<file path="src/rtl/shift_pkg.sv">
// rtl/shift_pkg.sv - mode encodings and parameter limits for the shift/LFSR register
package shift_pkg;

  typedef enum logic [1:0] {
    MODE_HOLD  = 2'b00,
    MODE_SER_R = 2'b01,
    MODE_LFSR  = 2'b10,
    MODE_SER_L = 2'b11
  } mode_e;

  localparam int MIN_WIDTH = 2;
  localparam int MAX_WIDTH = 32;

endpackage

</file>
<file path="src/rtl/parity_feedback.sv">
// rtl/parity_feedback.sv - XOR-reduction of the masked register bits (LFSR feedback)
module parity_feedback #(
  parameter int WIDTH = 4
) (
  input  logic [WIDTH-1:0] q,
  input  logic [WIDTH-1:0] mask,
  output logic             fb
);

  assign fb = ^(q & mask);

endmodule

</file>
<file path="src/rtl/param_shift_lfsr.sv">
// rtl/param_shift_lfsr.sv - parameterised register: hold, serial right/left, LFSR right
module param_shift_lfsr
  import shift_pkg::*;
#(
  parameter int             WIDTH     = 4,
  parameter logic [WIDTH-1:0] TAPS    = 4'b0011,
  parameter logic [WIDTH-1:0] SEED    = 4'b0001,
  parameter bit             AUTO_SEED = 1'b0
) (
  input  logic             clk,
  input  logic             rst,
  input  logic             load,
  input  logic [WIDTH-1:0] d,
  input  logic             shift_en,
  input  logic [1:0]       mode,
  input  logic             serial_in,
  output logic [WIDTH-1:0] q,
  output logic             serial_out,
  output logic             word_valid,
  output logic             lockup
);

  localparam int CW = $clog2(WIDTH + 1);

  if (WIDTH < MIN_WIDTH || WIDTH > MAX_WIDTH) begin : g_bad_width
    $error("param_shift_lfsr: WIDTH %0d outside %0d..%0d", WIDTH, MIN_WIDTH, MAX_WIDTH);
  end
  if (SEED == '0) begin : g_bad_seed
    $error("param_shift_lfsr: SEED must be nonzero");
  end
  if ($bits(TAPS) != WIDTH) begin : g_bad_taps
    $error("param_shift_lfsr: TAPS width does not match WIDTH");
  end

  mode_e            m;
  logic             fb;
  logic [CW-1:0]    cnt;
  logic [CW-1:0]    cnt_next;
  logic [WIDTH-1:0] q_next;
  logic             wv_next;
  logic             lock_next;

  assign m = mode_e'(mode);

  parity_feedback #(.WIDTH(WIDTH)) u_fb (
    .q    (q),
    .mask (TAPS),
    .fb   (fb)
  );

  always_comb begin
    q_next    = q;
    cnt_next  = cnt;
    wv_next   = 1'b0;
    lock_next = lockup;
    if (load) begin
      q_next    = d;
      cnt_next  = '0;
      lock_next = 1'b0;
    end else if (shift_en) begin
      unique case (m)
        MODE_SER_R, MODE_SER_L: begin
          q_next = (m == MODE_SER_R) ? {serial_in, q[WIDTH-1:1]} : {q[WIDTH-2:0], serial_in};
          // the shift completing a word wraps the counter and raises word_valid with it
          if (cnt == CW'(WIDTH - 1)) begin
            cnt_next = '0;
            wv_next  = 1'b1;
          end else begin
            cnt_next = cnt + 1'b1;
          end
        end
        MODE_LFSR: begin
          cnt_next = '0;
          if (q == '0) begin
            if (AUTO_SEED) q_next = SEED;
            else           lock_next = 1'b1;
          end else begin
            q_next = {fb, q[WIDTH-1:1]};
          end
        end
        default: ;
      endcase
    end
  end

  always_ff @(posedge clk) begin
    if (rst) begin
      q          <= '0;
      cnt        <= '0;
      word_valid <= 1'b0;
      lockup     <= 1'b0;
    end else begin
      q          <= q_next;
      cnt        <= cnt_next;
      word_valid <= wv_next;
      lockup     <= lock_next;
    end
  end

  assign serial_out = (m == MODE_SER_L) ? q[WIDTH-1] : q[0];

endmodule
</file>
<file path="config.mk">
export PLATFORM = sky130hd
export DESIGN_NAME = param_shift_lfsr
export DESIGN_NICKNAME = d
export VERILOG_FILES = /design/src/rtl/shift_pkg.sv /design/src/rtl/parity_feedback.sv /design/src/rtl/param_shift_lfsr.sv
export SDC_FILE = /design/constraint.sdc
export NUM_CORES = 1
export LEC_CHECK = 0
export BUFFER_PORTS_ARGS = -buffer_cell sky130_fd_sc_hd__clkbuf_2
export CAP_MARGIN = 10
export CELL_PAD_IN_SITES_DETAIL_PLACEMENT = 1
export CELL_PAD_IN_SITES_GLOBAL_PLACEMENT = 1
export CORE_MARGIN = 2
export CORE_UTILIZATION = 38
export CTS_CLUSTER_SIZE = 8
export DETAILED_ROUTE_END_ITERATION = 10
export PLACE_DENSITY_LB_ADDON = 0.1
export SLEW_MARGIN = 15
export SYNTH_ARGS = -nofsm -noshare
export SYNTH_HDL_FRONTEND = slang
export SYNTH_HIERARCHICAL = 1
export SYNTH_SLANG_ARGS = --single-unit
</file>
<file path="constraint.sdc">
create_clock -name clk -period 2.96 [get_ports clk]
set_clock_uncertainty 0.1 [all_clocks]
set_input_delay 0.592 -clock clk [delete_from_list [all_inputs] [get_ports clk]]
set_output_delay 0.592 -clock clk [all_outputs]
set_load 0.02 [all_outputs]
</file>
==> flow_results.xml <==
<?xml version="1.0" encoding="UTF-8"?>
<metrics>
  <group name="status">
    <metric name="outcome" unit="">completed</metric>
  </group>
  <group name="place">
    <metric name="gpl.final_weighted_congestion" unit="">0.765</metric>
    <metric name="dpl.hpwl" unit="mm">1.10</metric>
    <metric name="portBuffers" unit="">17</metric>
    <metric name="dpl-instance-area" unit="µm²">687</metric>
  </group>
  <group name="critical_path">
    <metric name="critical_path.top_delay_family" unit="">buffers and inverters</metric>
    <metric name="critical_path.reg2reg.startpoint" unit="">q[0]</metric>
    <metric name="crit_chain" unit="">clkbuf_2 -&gt; nand2_1 -&gt; mux2_2 -&gt; clkbuf_2</metric>
    <metric name="critical_path.reg2reg.endpoint" unit="">q[3]</metric>
    <metric name="startpoint_type" unit="">input pin</metric>
    <metric name="worst-endpoint-required" unit="ps">2270</metric>
    <metric name="cp_data_arrival_time" unit="ps">1440</metric>
    <metric name="crit_path_top_delay_cell" unit="">sky130_fd_sc_hd__mux2_2</metric>
    <metric name="reg2reg_slack" unit="ps">1410</metric>
    <metric name="cpPeakStageDelay" unit="ps">340</metric>
    <metric name="timing.reg2reg.worst_path_depth" unit="">6</metric>
    <metric name="cpMostUsedCell" unit="">sky130_fd_sc_hd__clkbuf_2</metric>
    <metric name="setup.worst_path.class" unit="">in2out</metric>
    <metric name="worst-path-max-fanout" unit="">11</metric>
    <metric name="worstSetupEndpointType" unit="">primary output</metric>
    <metric name="path_buf_inv" unit="">2</metric>
  </group>
  <group name="power_and_ir_drop">
    <metric name="ir_drop" unit="V">0.000200</metric>
    <metric name="static-leakage-power" unit="nW">0.323</metric>
    <metric name="report.power.total" unit="W">0.000312</metric>
    <metric name="power.density_cell_area" unit="nW/µm²">437</metric>
  </group>
  <group name="synthesis">
    <metric name="synth.avg_cell_area" unit="µm²">8.51</metric>
    <metric name="postSynth.topFlopCell" unit="">sky130_fd_sc_hd__dfxtp_1</metric>
    <metric name="netlist_instances" unit="">71</metric>
    <metric name="synth-edff-count" unit="">0</metric>
    <metric name="netlist.top_cell.by_area" unit="">sky130_fd_sc_hd__dfxtp_1</metric>
    <metric name="synth_area_leaders" unit="">sky130_fd_sc_hd__dfxtp_1, sky130_fd_sc_hd__nand2_1, sky130_fd_sc_hd__nor3_1</metric>
    <metric name="synth_top_area_share" unit="%">29.8</metric>
    <metric name="synth.ff_latch_count" unit="">9</metric>
    <metric name="synth.yosys.seq_area_share" unit="%">29.8</metric>
    <metric name="syn_std_cell_area" unit="µm²">604</metric>
    <metric name="yosys_warnings" unit="">6</metric>
    <metric name="ys_types" unit="">32</metric>
    <metric name="synthArstFlopShare" unit="%">0</metric>
  </group>
  <group name="drt">
    <metric name="met2WireLength" unit="µm">643</metric>
    <metric name="wl" unit="mm">1.41</metric>
    <metric name="drt-initial-drc-count" unit="">5</metric>
    <metric name="vias" unit="">577</metric>
    <metric name="remaining_antenna_violation_count" unit="">0</metric>
    <metric name="wirelength_met1" unit="µm">681</metric>
    <metric name="dr_wl_met3" unit="µm">76</metric>
    <metric name="drt_pass1_iterations" unit="">2</metric>
    <metric name="detail_route.vias_per_cell" unit="">5.44</metric>
    <metric name="mean_routed_wirelength_per_cell" unit="µm">13.3</metric>
    <metric name="route.top_layer_used" unit="">met4</metric>
    <metric name="drc_errors" unit="">0</metric>
  </group>
  <group name="timing">
    <metric name="rsz0062_at_grt" unit="">no</metric>
    <metric name="timing.fmax" unit="MHz">469</metric>
    <metric name="final_max_slew_viol_count" unit="">0</metric>
    <metric name="finalHoldViolCount" unit="">0</metric>
    <metric name="timing.final.crit_share" unit="%">72.1</metric>
    <metric name="setup-tns-final" unit="ps">0</metric>
    <metric name="setup_viol" unit="">0</metric>
    <metric name="fin_crit" unit="ps">2130</metric>
  </group>
  <group name="global_routing">
    <metric name="maximum_number_of_pins_on_one_net_before_global_route_repair" unit="">12</metric>
    <metric name="grt_antenna_before_repair" unit="">0</metric>
    <metric name="grt_overflow_total" unit="">0</metric>
    <metric name="grt_pass1_wl" unit="mm">2.41</metric>
    <metric name="grt_use_total" unit="%">17.3</metric>
    <metric name="first_global_vias" unit="">554</metric>
  </group>
  <group name="die">
    <metric name="design.core.area" unit="µm²">1510</metric>
    <metric name="initial_core_util" unit="%">40.1</metric>
    <metric name="rows" unit="">14</metric>
    <metric name="design.portCount" unit="">18</metric>
    <metric name="chipWidth" unit="µm">43.9</metric>
    <metric name="die_height" unit="µm">43.9</metric>
    <metric name="die_area" unit="µm²">1930</metric>
  </group>
  <group name="clock_network">
    <metric name="post_cts_resized" unit="">0</metric>
    <metric name="cts_htree_levels" unit="">1</metric>
    <metric name="post-cts-setup-buffer-count" unit="">0</metric>
    <metric name="cts_max_path_buffers" unit="">2</metric>
    <metric name="cts_hold_buf" unit="">0</metric>
    <metric name="cts.root.buffer_cell" unit="">sky130_fd_sc_hd__clkbuf_4</metric>
    <metric name="clkTransAtPathRegs" unit="ps">60</metric>
    <metric name="tritoncts.num_buffers" unit="">3</metric>
    <metric name="count_of_clock_tree_sinks" unit="">9</metric>
    <metric name="tritoncts" unit="">built</metric>
    <metric name="latest_clock_arrival_within_the_worst_skew_pair" unit="ps">260</metric>
  </group>
  <group name="min_path">
    <metric name="holdPathEnd" unit="">cnt[2]</metric>
    <metric name="origin_of_the_worst_min_delay_path" unit="">cnt[2]</metric>
    <metric name="hold_path_depth" unit="">2</metric>
    <metric name="min_path_type" unit="">reg2reg</metric>
  </group>
  <group name="cells_and_area">
    <metric name="postLayoutCoreUtil" unit="%">47.3</metric>
    <metric name="design_area" unit="µm²">713</metric>
    <metric name="final_layout_size_suffix_gt1_share" unit="%">30.0</metric>
    <metric name="layout.cells.most_common" unit="">sky130_fd_sc_hd__clkbuf_2</metric>
    <metric name="num_antenna_cells" unit="">0</metric>
    <metric name="num-nets-final" unit="">103</metric>
    <metric name="layout.cells.most_common_list" unit="">sky130_fd_sc_hd__clkbuf_2, sky130_fd_sc_hd__nand2_1, sky130_fd_sc_hd__dfxtp_1</metric>
    <metric name="areaGrowthSynthToFinish" unit="%">18.0</metric>
    <metric name="filler_cell_count" unit="">194</metric>
  </group>
  <group name="run">
    <metric name="maxCapViolations" unit="">0</metric>
  </group>
</metrics>
[worst register-to-register path, delay by kind of cell, from the launching register on]
| family | cells | cell delay [ps] |
|---|---|---|
| AO/OA/AOI/OAI | 3 | 520 |
| flip-flops | 1 | 460 |
| AND/OR/NAND/NOR | 1 | 110 |
| XOR/XNOR | 2 | 300 |
[area by class of cell]
class,instances,area [µm²],share of cell area [%]
clock buffer,4,26.3,3.68
sequential,9,180,25.3
tap,16,20.0,2.81
timing repair buffer,17,85.1,11.9
inverter,4,15.0,2.11
multi-input combinational,56,387,54.2
[cells by family (layout without fill, tap and decap cells)]
logic type      after synthesis  after routing  synth area share (%)
compound gates               15             15                  23.0
mux                           2              2                  3.52
buf+inv                       8             25                  7.45
flops                         9              9                  29.8
other cells                   2              4                  1.24
fa+ha+maj                     1              1                  2.07
xor+xnor                      5              5                  9.73
simple gates                 29             29                  23.2
[metrics by stage]
stage               hold WS (ps)  cells  setup WS [ps]
finish                       391    106            826
global route                 446    106            781
CTS                          397    106            826
detailed placement           387    102            830
global placement             383    102            845
floorplan                    351     73           1060
[power by group]
| part | internal, W | total [W] | switching (W) |
|---|---|---|---|
| combinational | 0.0000339 | 0.0000800 | 0.0000461 |
| sequential | 0.000127 | 0.000136 | 0.00000937 |
| clock | 0.0000520 | 0.0000952 | 0.0000433 |
[cell usage after synthesis, drive strengths merged, types with 2 or more instances]
cell    count
nor2        4
buf         3
xnor2       3
nand3b      2
nor3        7
o41ai       2
nand2      11
a21oi       4
inv         4
dfxtp       9
xor2        2
conb        2
and3        2
[how the worst max path moves through the flow]
stage            start         end  slack, ps  cells past startpoint
4_1_cts        mode[0]  serial_out        830                      4
3_3_place_gp   mode[0]  serial_out        850                      4
5_1_grt        mode[0]  serial_out        780                      4
6_report       mode[0]  serial_out        830                      4
3_5_place_dp   mode[0]  serial_out        830                      4
2_1_floorplan  mode[1]  serial_out       1060                      3
[layer usage]
metal,global-route usage (%),vias to the layer above
li1,-,284
met1,21.2,277
met2,27.6,14
met3,6.67,2
met4,5.45,0
met5,0,-
[state kept, by name (all words and copies together), names as in the netlist]
name        flops
cnt             3
lockup          1
q               4
word_valid      1
Note: power is estimated with default switching activity, not from simulation.
